==> config.mk <==
export PLATFORM = sky130hd
export DESIGN_NAME = instr_fetch_sequencer_flat
export DESIGN_NICKNAME = d
export VERILOG_FILES = /design/src/rtl/cpu_seq_pkg.sv /design/src/rtl/instr_fetch_sequencer_if.sv /design/src/rtl/instr_fetch_sequencer.sv /design/src/flat_wrapper.sv
export SDC_FILE = /design/constraint.sdc
export NUM_CORES = 1
export LEC_CHECK = 0
export BUFFER_PORTS_ARGS = -buffer_cell sky130_fd_sc_hd__clkbuf_2
export CAP_MARGIN = 20
export CORE_MARGIN = 3
export CORE_UTILIZATION = 44
export CTS_BUF_LIST = sky130_fd_sc_hd__clkbuf_16
export DETAILED_ROUTE_END_ITERATION = 12
export PLACE_DENSITY = 0.81
export SYNTH_ARGS = -nofsm -noshare
export SYNTH_HDL_FRONTEND = slang
export SYNTH_SLANG_ARGS = --single-unit
==> constraint.sdc <==
create_clock -name i_clk -period 1.6 [get_ports i_clk]
set_clock_uncertainty 0.05 [all_clocks]
set_input_delay 0.16 -clock i_clk [delete_from_list [all_inputs] [get_ports i_clk]]
set_output_delay 0.16 -clock i_clk [all_outputs]
set_load 0.05 [all_outputs]
==> src/rtl/cpu_seq_pkg.sv <==
// cpu_seq_pkg: slot indices and encodings shared by the fetch sequencer and its users
package cpu_seq_pkg;
  localparam int FETCH_LO = 0;
  localparam int FETCH_HI = 1;
  localparam int EXEC_FIRST = 2;
  localparam logic IR_LOW = 1'b0;
  localparam logic IR_HIGH = 1'b1;
  localparam logic MEM_SEL = 1'b0;
endpackage

==> src/rtl/instr_fetch_sequencer_if.sv <==
// instr_fetch_sequencer_if: control inputs and timing/fetch outputs of the sequencer
interface instr_fetch_sequencer_if #(
  parameter int T_WIDTH = 12,
  parameter int ICNT_WIDTH = 16
);
  logic i_t_reset;
  logic i_stall;
  logic i_halt;
  logic [T_WIDTH-1:0] o_t;
  logic o_ir_write;
  logic o_ir_lh;
  logic o_mem_cs;
  logic o_mem_wr;
  logic o_fetch_pc_inc;
  logic o_fetch_addr_pc;
  logic o_halted;
  logic o_seq_overflow;
  logic [ICNT_WIDTH-1:0] o_instr_count;
  modport master (
    output i_t_reset, i_stall, i_halt,
    input o_t, o_ir_write, o_ir_lh, o_mem_cs, o_mem_wr, o_fetch_pc_inc,
    input o_fetch_addr_pc, o_halted, o_seq_overflow, o_instr_count
  );
  modport slave (
    input i_t_reset, i_stall, i_halt,
    output o_t, o_ir_write, o_ir_lh, o_mem_cs, o_mem_wr, o_fetch_pc_inc,
    output o_fetch_addr_pc, o_halted, o_seq_overflow, o_instr_count
  );
endinterface

==> src/rtl/instr_fetch_sequencer.sv <==
// instr_fetch_sequencer: one-hot T-state generator with built-in two-cycle IR fetch
module instr_fetch_sequencer
  import cpu_seq_pkg::*;
#(
  parameter int T_WIDTH = 12,
  parameter int ICNT_WIDTH = 16
) (
  input logic i_clk,
  input logic i_rst_n,
  instr_fetch_sequencer_if.slave bus
);
  logic [T_WIDTH-1:0] r_t;
  logic r_halted;
  logic r_ovf;
  logic [ICNT_WIDTH-1:0] r_icnt;
  logic w_fetch;
  logic w_boundary;
  assign w_fetch = r_t[FETCH_LO] | r_t[FETCH_HI];
  // running off the last execute slot is treated as an implicit T_Reset
  assign w_boundary = bus.i_t_reset | r_t[T_WIDTH-1];
  always_ff @(posedge i_clk or negedge i_rst_n) begin
    if (!i_rst_n) begin
      r_t <= T_WIDTH'(1);
      r_halted <= 1'b0;
      r_ovf <= 1'b0;
      r_icnt <= '0;
    end else if (!bus.i_stall) begin
      if (r_halted) begin
        if (!bus.i_halt) begin
          r_t <= T_WIDTH'(1);
          r_halted <= 1'b0;
        end
      end else if (w_fetch) begin
        r_t <= r_t << 1;
        if (r_t[FETCH_HI]) r_icnt <= r_icnt + 1'b1;
      end else if (w_boundary) begin
        if (!bus.i_t_reset) r_ovf <= 1'b1;
        r_t <= bus.i_halt ? '0 : T_WIDTH'(1);
        r_halted <= bus.i_halt;
      end else begin
        r_t <= r_t << 1;
      end
    end
  end
  always_comb begin
    bus.o_t = r_t;
    bus.o_ir_write = w_fetch & ~bus.i_stall;
    bus.o_ir_lh = r_t[FETCH_HI] ? IR_HIGH : IR_LOW;
    bus.o_mem_cs = w_fetch ? MEM_SEL : ~MEM_SEL;
    bus.o_mem_wr = 1'b0;
    bus.o_fetch_pc_inc = w_fetch & ~bus.i_stall;
    bus.o_fetch_addr_pc = w_fetch;
    bus.o_halted = r_halted;
    bus.o_seq_overflow = r_ovf;
    bus.o_instr_count = r_icnt;
  end
endmodule
==> src/flat_wrapper.sv <==
// flat-port wrapper written by rule: the top's interface ports become plain ports
module instr_fetch_sequencer_flat import cpu_seq_pkg::*;
#(
  parameter int T_WIDTH = 12,
  parameter int ICNT_WIDTH = 16
)
  (i_clk, i_rst_n, bus_i_t_reset, bus_i_stall, bus_i_halt, bus_o_t, bus_o_ir_write, bus_o_ir_lh, bus_o_mem_cs, bus_o_mem_wr, bus_o_fetch_pc_inc, bus_o_fetch_addr_pc, bus_o_halted, bus_o_seq_overflow, bus_o_instr_count);
  instr_fetch_sequencer_if #(.T_WIDTH(T_WIDTH), .ICNT_WIDTH(ICNT_WIDTH)) bus_i ();
  input logic i_clk;
  input logic i_rst_n;
  input wire logic [$bits(bus_i.i_t_reset)-1:0] bus_i_t_reset;
  input wire logic [$bits(bus_i.i_stall)-1:0] bus_i_stall;
  input wire logic [$bits(bus_i.i_halt)-1:0] bus_i_halt;
  output wire logic [$bits(bus_i.o_t)-1:0] bus_o_t;
  output wire logic [$bits(bus_i.o_ir_write)-1:0] bus_o_ir_write;
  output wire logic [$bits(bus_i.o_ir_lh)-1:0] bus_o_ir_lh;
  output wire logic [$bits(bus_i.o_mem_cs)-1:0] bus_o_mem_cs;
  output wire logic [$bits(bus_i.o_mem_wr)-1:0] bus_o_mem_wr;
  output wire logic [$bits(bus_i.o_fetch_pc_inc)-1:0] bus_o_fetch_pc_inc;
  output wire logic [$bits(bus_i.o_fetch_addr_pc)-1:0] bus_o_fetch_addr_pc;
  output wire logic [$bits(bus_i.o_halted)-1:0] bus_o_halted;
  output wire logic [$bits(bus_i.o_seq_overflow)-1:0] bus_o_seq_overflow;
  output wire logic [$bits(bus_i.o_instr_count)-1:0] bus_o_instr_count;
  assign bus_i.i_t_reset = bus_i_t_reset;
  assign bus_i.i_stall = bus_i_stall;
  assign bus_i.i_halt = bus_i_halt;
  assign bus_o_t = bus_i.o_t;
  assign bus_o_ir_write = bus_i.o_ir_write;
  assign bus_o_ir_lh = bus_i.o_ir_lh;
  assign bus_o_mem_cs = bus_i.o_mem_cs;
  assign bus_o_mem_wr = bus_i.o_mem_wr;
  assign bus_o_fetch_pc_inc = bus_i.o_fetch_pc_inc;
  assign bus_o_fetch_addr_pc = bus_i.o_fetch_addr_pc;
  assign bus_o_halted = bus_i.o_halted;
  assign bus_o_seq_overflow = bus_i.o_seq_overflow;
  assign bus_o_instr_count = bus_i.o_instr_count;
  instr_fetch_sequencer #(.T_WIDTH(T_WIDTH), .ICNT_WIDTH(ICNT_WIDTH)) u_core (.i_clk(i_clk), .i_rst_n(i_rst_n), .bus(bus_i));
endmodule
# Word-level counts from Yosys, hierarchy flattened

Index checks and enable logic that the tools add are counted.

Register bits: 30
Input bits: 5
Output and inout bits: 36

Equal/unequal tests: 1
Add/subtract/negate cells: 1
Bitwise gates (word level): 7
Reduce and logical (&&, ||, !) cells: 3
Mux-type cells: 11

Operators by type and width:

| operator                | count |
|---|---|
| $mux W12                | 4 |
| $add A16 B1 Y16 const B | 1 |
| $mux W1                 | 7 |
| $reduce_and A5 Y1       | 1 |
| $not A1 Y1              | 4 |
| $reduce_and A4 Y1       | 1 |
| $ne A2 B2 Y1 const B    | 1 |
| $or A1 B1 Y1            | 2 |
| $reduce_and A2 Y1       | 1 |
| $and A1 B1 Y1           | 1 |

# Logic depth before layout (Yosys ltp)

Depth in word-level cells: 4
Gate-level depth with buffers: 6
Gate-level depth less buffers: 5

# Worst setup path after synthesis

No wires, ideal clock.

Kind: reg2reg
Start: register u_core.r_t[1] (netlist: u_core.bus.o_t[1])
End: register u_core.r_t[10] (netlist: u_core.bus.o_t[10])
Path buffers: 1
Setup slack: -0.861 ns
Arrival time: 2.290 ns
Clock period less this slack: 2.461 ns
Library setup time: 0.121 ns
Required time: 1.429 ns
Cell stages (with the launch flop): 6
Path through: dfrtp_1 -> nor2_1 -> o21ai_0 -> and2_1 -> clkbuf_1 -> a22o_1

Longest elaborated chain between the ends: 3

RTL lines:

| item                     | line                        | source |
|---|---|---|
| start: declaration       | instr_fetch_sequencer.sv:12 | `logic [T_WIDTH-1:0] r_t;` |
| start signal: assignment | instr_fetch_sequencer.sv:34 | `r_t <= r_t << 1;` |
| start signal: assignment | instr_fetch_sequencer.sv:38 | `r_t <= bus.i_halt ? '0 : T_WIDTH'(1);` |
| start signal: assignment | instr_fetch_sequencer.sv:41 | `r_t <= r_t << 1;` |
| $or A1 B1 Y1             | instr_fetch_sequencer.sv:18 | `assign w_fetch = r_t[FETCH_LO] \| r_t[FETCH_HI];` |
| $mux W12                 | instr_fetch_sequencer.sv:33 | `end else if (w_fetch) begin` |
| $mux W12                 | instr_fetch_sequencer.sv:28 | `if (r_halted) begin` |

No other way between the ends.
A chain may end at the register's enable or synchronous reset.

# Worst setup path after layout

Start: register u_core.r_halted (netlist: u_core.bus.o_halted)
End: register u_core.r_icnt[15] (netlist: u_core.bus.o_instr_count[15])

Longest elaborated chain between the ends: 2

RTL lines:

| item                        | line                        | source |
|---|---|---|
| start: declaration          | instr_fetch_sequencer.sv:13 | `logic r_halted;` |
| start signal: assignment    | instr_fetch_sequencer.sv:39 | `r_halted <= bus.i_halt;` |
| $not A1 Y1 (no line)        | n/a                         |  |
| $reduce_and A4 Y1 (no line) | n/a                         |  |
| end signal: assignment      | instr_fetch_sequencer.sv:35 | `if (r_t[FETCH_HI]) r_icnt <= r_icnt + 1'b1;` |
| end: declaration            | instr_fetch_sequencer.sv:15 | `logic [ICNT_WIDTH-1:0] r_icnt;` |

No other way between the ends.

==> parameters.txt <==
Parameter                              Value

Global route
  Initial antenna violation count    0
  Global-route wire length before repair    about 4.5 mm
  Via count of the first global-routing pass    962
  Leftover overflow at the end of global routing    0
  Maximum number of pins on one net before global-route repair    17
  Total Routing Usage GR    between 10% and 20%

Route
  Number of vias after detailed routing    a little under 1000
  Number of antenna-violating nets in the routed design    0
  DRT iter0 DRCs    41
  First-pass iteration count of the detailed router    4
  Count of unresolved DRC violations after routing    0
  Routed wire length    between 2 and 3 mm
  Post-detailed-route via-to-cell ratio    between 5 and 6
  Average detailed-routed wire length per instance    between 10 and 15 µm

Status
  Run status    finished clean

Worst setup path
  CP max stage delay    0.41 ns
  Register-to-register path setup slack    just over 0.05 ns
  Critical path arrival    around 1.7 ns
  Family with the most delay on the worst path    simple AND/OR/NAND/NOR gates
  Worst EP required    1.71 ns
  Critical Setup Path Class    flop to flop
  Category of the worst setup path launch point    flop
  Master of the slowest instance on the critical path    sky130_fd_sc_hd__dfrtp_2
  Buf+Inv Stages, Crit Path    0
  Worst path cell trace    or3b_4 -> nor3_4 -> nand4_1 -> xnor2_1
  Type of destination of the critical path    flop
  Highest net fanout along the worst path    5

Timing
  Final critical path time including I/O delays and setup    about 1.5 ns
  Final Cycle Share    a little over nine tenths
  Fin Setup TNS    0 ns
  Max-slew violation count    0
  Hold Vio Cnt, Final    0
  Setup-violating endpoint count in the final report    0
  Hold_ws    between 0.05 and 0.06 ns
  Setup repair after global routing missed its margin    yes
  FMAX    646 MHz

Layout
  Layout cell share with drive strength beyond 1    a little over two fifths
  Area growth from synthesis to layout    35.1%
  Fillcell total    200
  Footprint of the multi-input gates    between 400 and 500 µm²
  Sequential cell area    around 770 µm²
  Post-Route Utilization    65.5%
  Number of antenna cells inserted    0
  Post-route design area    1710 µm²
  Final net count    around 160

Power and ir drop
  Power share of the clock group    30.3%
  Net Sw Frac    39.7%
  Areal power density over the cells    1640 nW/µm²
  Power Total    between 2 and 3 mW
  Cell-internal power    approximately 1.7 mW
  Leakage    0.898 nW
  Sw Pwr    ~1.1 mW
  VDD IR max    between 1 and 1.5 mV
  Part of the power in registers    between 30% and 40%
  Logic pwr share    between 30% and 40%

Synth
  Count of distinct cell types in the synthesized netlist    26
  Post-synth top area share    a little under three fifths
  Average footprint of a synthesized cell    11.8 µm²
  Cells after synthesis    approximately 110
  Flip-flop and latch count after synthesis    30
  Netlist area before placement    1270 µm²
  Sequential area share after synthesis    a little under 60%
  Top cells by area, synth    sky130_fd_sc_hd__dfrtp_1 57%, sky130_fd_sc_hd__xnor2_1 9.0%, sky130_fd_sc_hd__a22o_1 6.9%
  Library cell with the largest summed area after synthesis    sky130_fd_sc_hd__dfrtp_1
  Warning count from the yosys run    0
  Net count of the mapped netlist    ~110

Placed design
  Detail Placement HPWL    between 1.5 and 2 mm
  Quantity of I/O buffers inserted on ports    39
  Area of placed instances    1540 µm²
  Routability congestion estimate from global placement    0.801

CTS
  Clock-pin transition on the worst setup and hold timing paths    around 0.050 ns
  Clock latency reported for the late side of the worst-skew pair    between 0.2 and 0.3 ns
  Library cell used as clock root buffer    sky130_fd_sc_hd__clkbuf_16
  H-tree lvl count    2
  Num Clock Sinks    30
  Number of buffers on the longest clock path    2
  CTS tree    yes
  Number of buffers added by the clock tree synthesis step    5

Floorplanning
  Core footprint    around 2600 µm²
  Initial cell density of the core    48.5%
  Number of core rows    18
  Ports placed on the boundary    41
  Overall die width    around 60 µm
  Floorplan die area    around 3600 µm²
  Height of the chip    between 50 and 60 µm

Min path
  Hold WC Path Type    primary input to flop

Job
  Max capacitance violation total    0
sequential cells by signal (all words and copies together) (netlist names):
register	cells
u_core.bus.o_halted	1
u_core.bus.o_instr_count	16
u_core.bus.o_seq_overflow	1
u_core.bus.o_t	12
logic make-up after synthesis:
| kind of cell | Yosys count | synth area share, % |
|---|---|---|
| and+or+nand+nor | 35 | 14.9 |
| DFF | 30 | 59.4 |
| AOI/OAI and AO/OA | 16 | 10.3 |
| xor gates and xnor gates | 15 | 10.4 |
| buffers and inverters | 9 | 3.76 |
| adders and majority gates | 1 | 0.988 |
| other | 1 | 0.296 |
layout make-up:
type | count | share of cell area (%)
Tap cell | 30 | 2.19
Multi-Input combinational cell | 68 | 28.7
Timing Repair Buffer | 49 | 15.9
Clock inverter | 3 | 0.658
Clock buffer | 5 | 7.32
Sequential cell | 30 | 44.8
Inverter | 2 | 0.439
worst register-to-register path, cell delays in order, from the launching register on:
cell and delay, ns:
sky130_fd_sc_hd__dfrtp_2 0.41, sky130_fd_sc_hd__or3b_4 0.41, sky130_fd_sc_hd__nor3_4 0.28, sky130_fd_sc_hd__nand4_1 0.14, sky130_fd_sc_hd__xnor2_1 0.15
power by group through the flow:
stage | clock (mW) | sequential, mW | combinational [mW]
2_1_floorplan | 0 | 1.36 | 0.358
3_3_place_gp | 0 | 1.00 | 0.933
3_5_place_dp | 0 | 1.01 | 0.942
4_1_cts | 0.864 | 0.998 | 0.945
5_1_grt | 0.900 | 1.02 | 1.02
6_report | 0.852 | 0.995 | 0.962
cell usage in the layout, fill, tap and decap left out, types with 2 or more instances in the layout:
master                      synthesis  routed
sky130_fd_sc_hd__a22o_1            10      10
sky130_fd_sc_hd__and2_1             2       2
sky130_fd_sc_hd__and3_1             4       4
sky130_fd_sc_hd__buf_4              3       9
sky130_fd_sc_hd__clkbuf_16          0       5
sky130_fd_sc_hd__clkbuf_2           0      39
sky130_fd_sc_hd__dfrtp_1           29      21
sky130_fd_sc_hd__dfrtp_2            0       8
sky130_fd_sc_hd__inv_1              2       5
sky130_fd_sc_hd__nand2_1           10      10
sky130_fd_sc_hd__nand3_1            5       5
sky130_fd_sc_hd__nand4_1            4       4
sky130_fd_sc_hd__nor2_1             6       3
sky130_fd_sc_hd__nor2_4             0       2
sky130_fd_sc_hd__xnor2_1           13      13
sky130_fd_sc_hd__xor2_1             2       2
per-layer routing:
metal	track usage, %	wire length [µm]	vias up
li1	-	-	466
met1	21.1	1120	486
met2	27.8	1360	22
met3	7.63	137	8
met4	5.70	49	0
met5	0	0	-
path summary, 6_finish.rpt:
check | depth (start not counted) | end | start
min in group asynchronous | 3 | u_core.bus.o_instr_count[2] | i_rst_n
worst max register to register | 4 | u_core.bus.o_instr_count[15] | u_core.bus.o_halted
max in group asynchronous | 3 | u_core.bus.o_t[0] | i_rst_n
worst max-delay path | 4 | u_core.bus.o_instr_count[15] | u_core.bus.o_halted
worst min register to register | 2 | u_core.bus.o_seq_overflow | u_core.bus.o_seq_overflow
worst min-delay path | 2 | u_core.bus.o_seq_overflow | bus_i_t_reset
synth_stat cells:
| library cell | n |
|---|---|
| sky130_fd_sc_hd__xnor2_1 | 13 |
| sky130_fd_sc_hd__buf_2 | 2 |
| sky130_fd_sc_hd__ha_1 | 1 |
| sky130_fd_sc_hd__o22a_1 | 1 |
| sky130_fd_sc_hd__a21o_1 | 1 |
| sky130_fd_sc_hd__o21a_1 | 1 |
| sky130_fd_sc_hd__a22o_1 | 10 |
| sky130_fd_sc_hd__nor3_1 | 1 |
| sky130_fd_sc_hd__clkbuf_1 | 2 |
| sky130_fd_sc_hd__nor2_1 | 6 |
| sky130_fd_sc_hd__nand2_1 | 10 |
| sky130_fd_sc_hd__nand4_1 | 4 |
| sky130_fd_sc_hd__o21ai_0 | 2 |
| sky130_fd_sc_hd__buf_4 | 3 |
| sky130_fd_sc_hd__or3b_1 | 1 |
| sky130_fd_sc_hd__dfstp_2 | 1 |
| sky130_fd_sc_hd__o41ai_1 | 1 |
| sky130_fd_sc_hd__conb_1 | 1 |
| sky130_fd_sc_hd__inv_1 | 2 |
| sky130_fd_sc_hd__dfrtp_1 | 29 |
| sky130_fd_sc_hd__nand4bb_1 | 1 |
| sky130_fd_sc_hd__and2_1 | 2 |
| sky130_fd_sc_hd__nand3_1 | 5 |
| sky130_fd_sc_hd__xor2_1 | 2 |
| sky130_fd_sc_hd__nor3_4 | 1 |
| sky130_fd_sc_hd__and3_1 | 4 |
stage by stage:
step                setup slack [ns]  instances
CTS                           0.0266        185
finish                        0.0511        187
global route                 -0.0258        187
floorplan                     -0.113        107
global placement              0.0708        176
detailed placement            0.0624        176
repair_timing:
item / in CTS / in global routing
hold endpoints to repair: 29 / 0
setup endpoints to repair: 0 / 5
setup buffers: 0 / 2
hold buffers: 1 / 0
resized for setup: 0 / 2
Note: power is estimated with default switching activity, not from simulation.
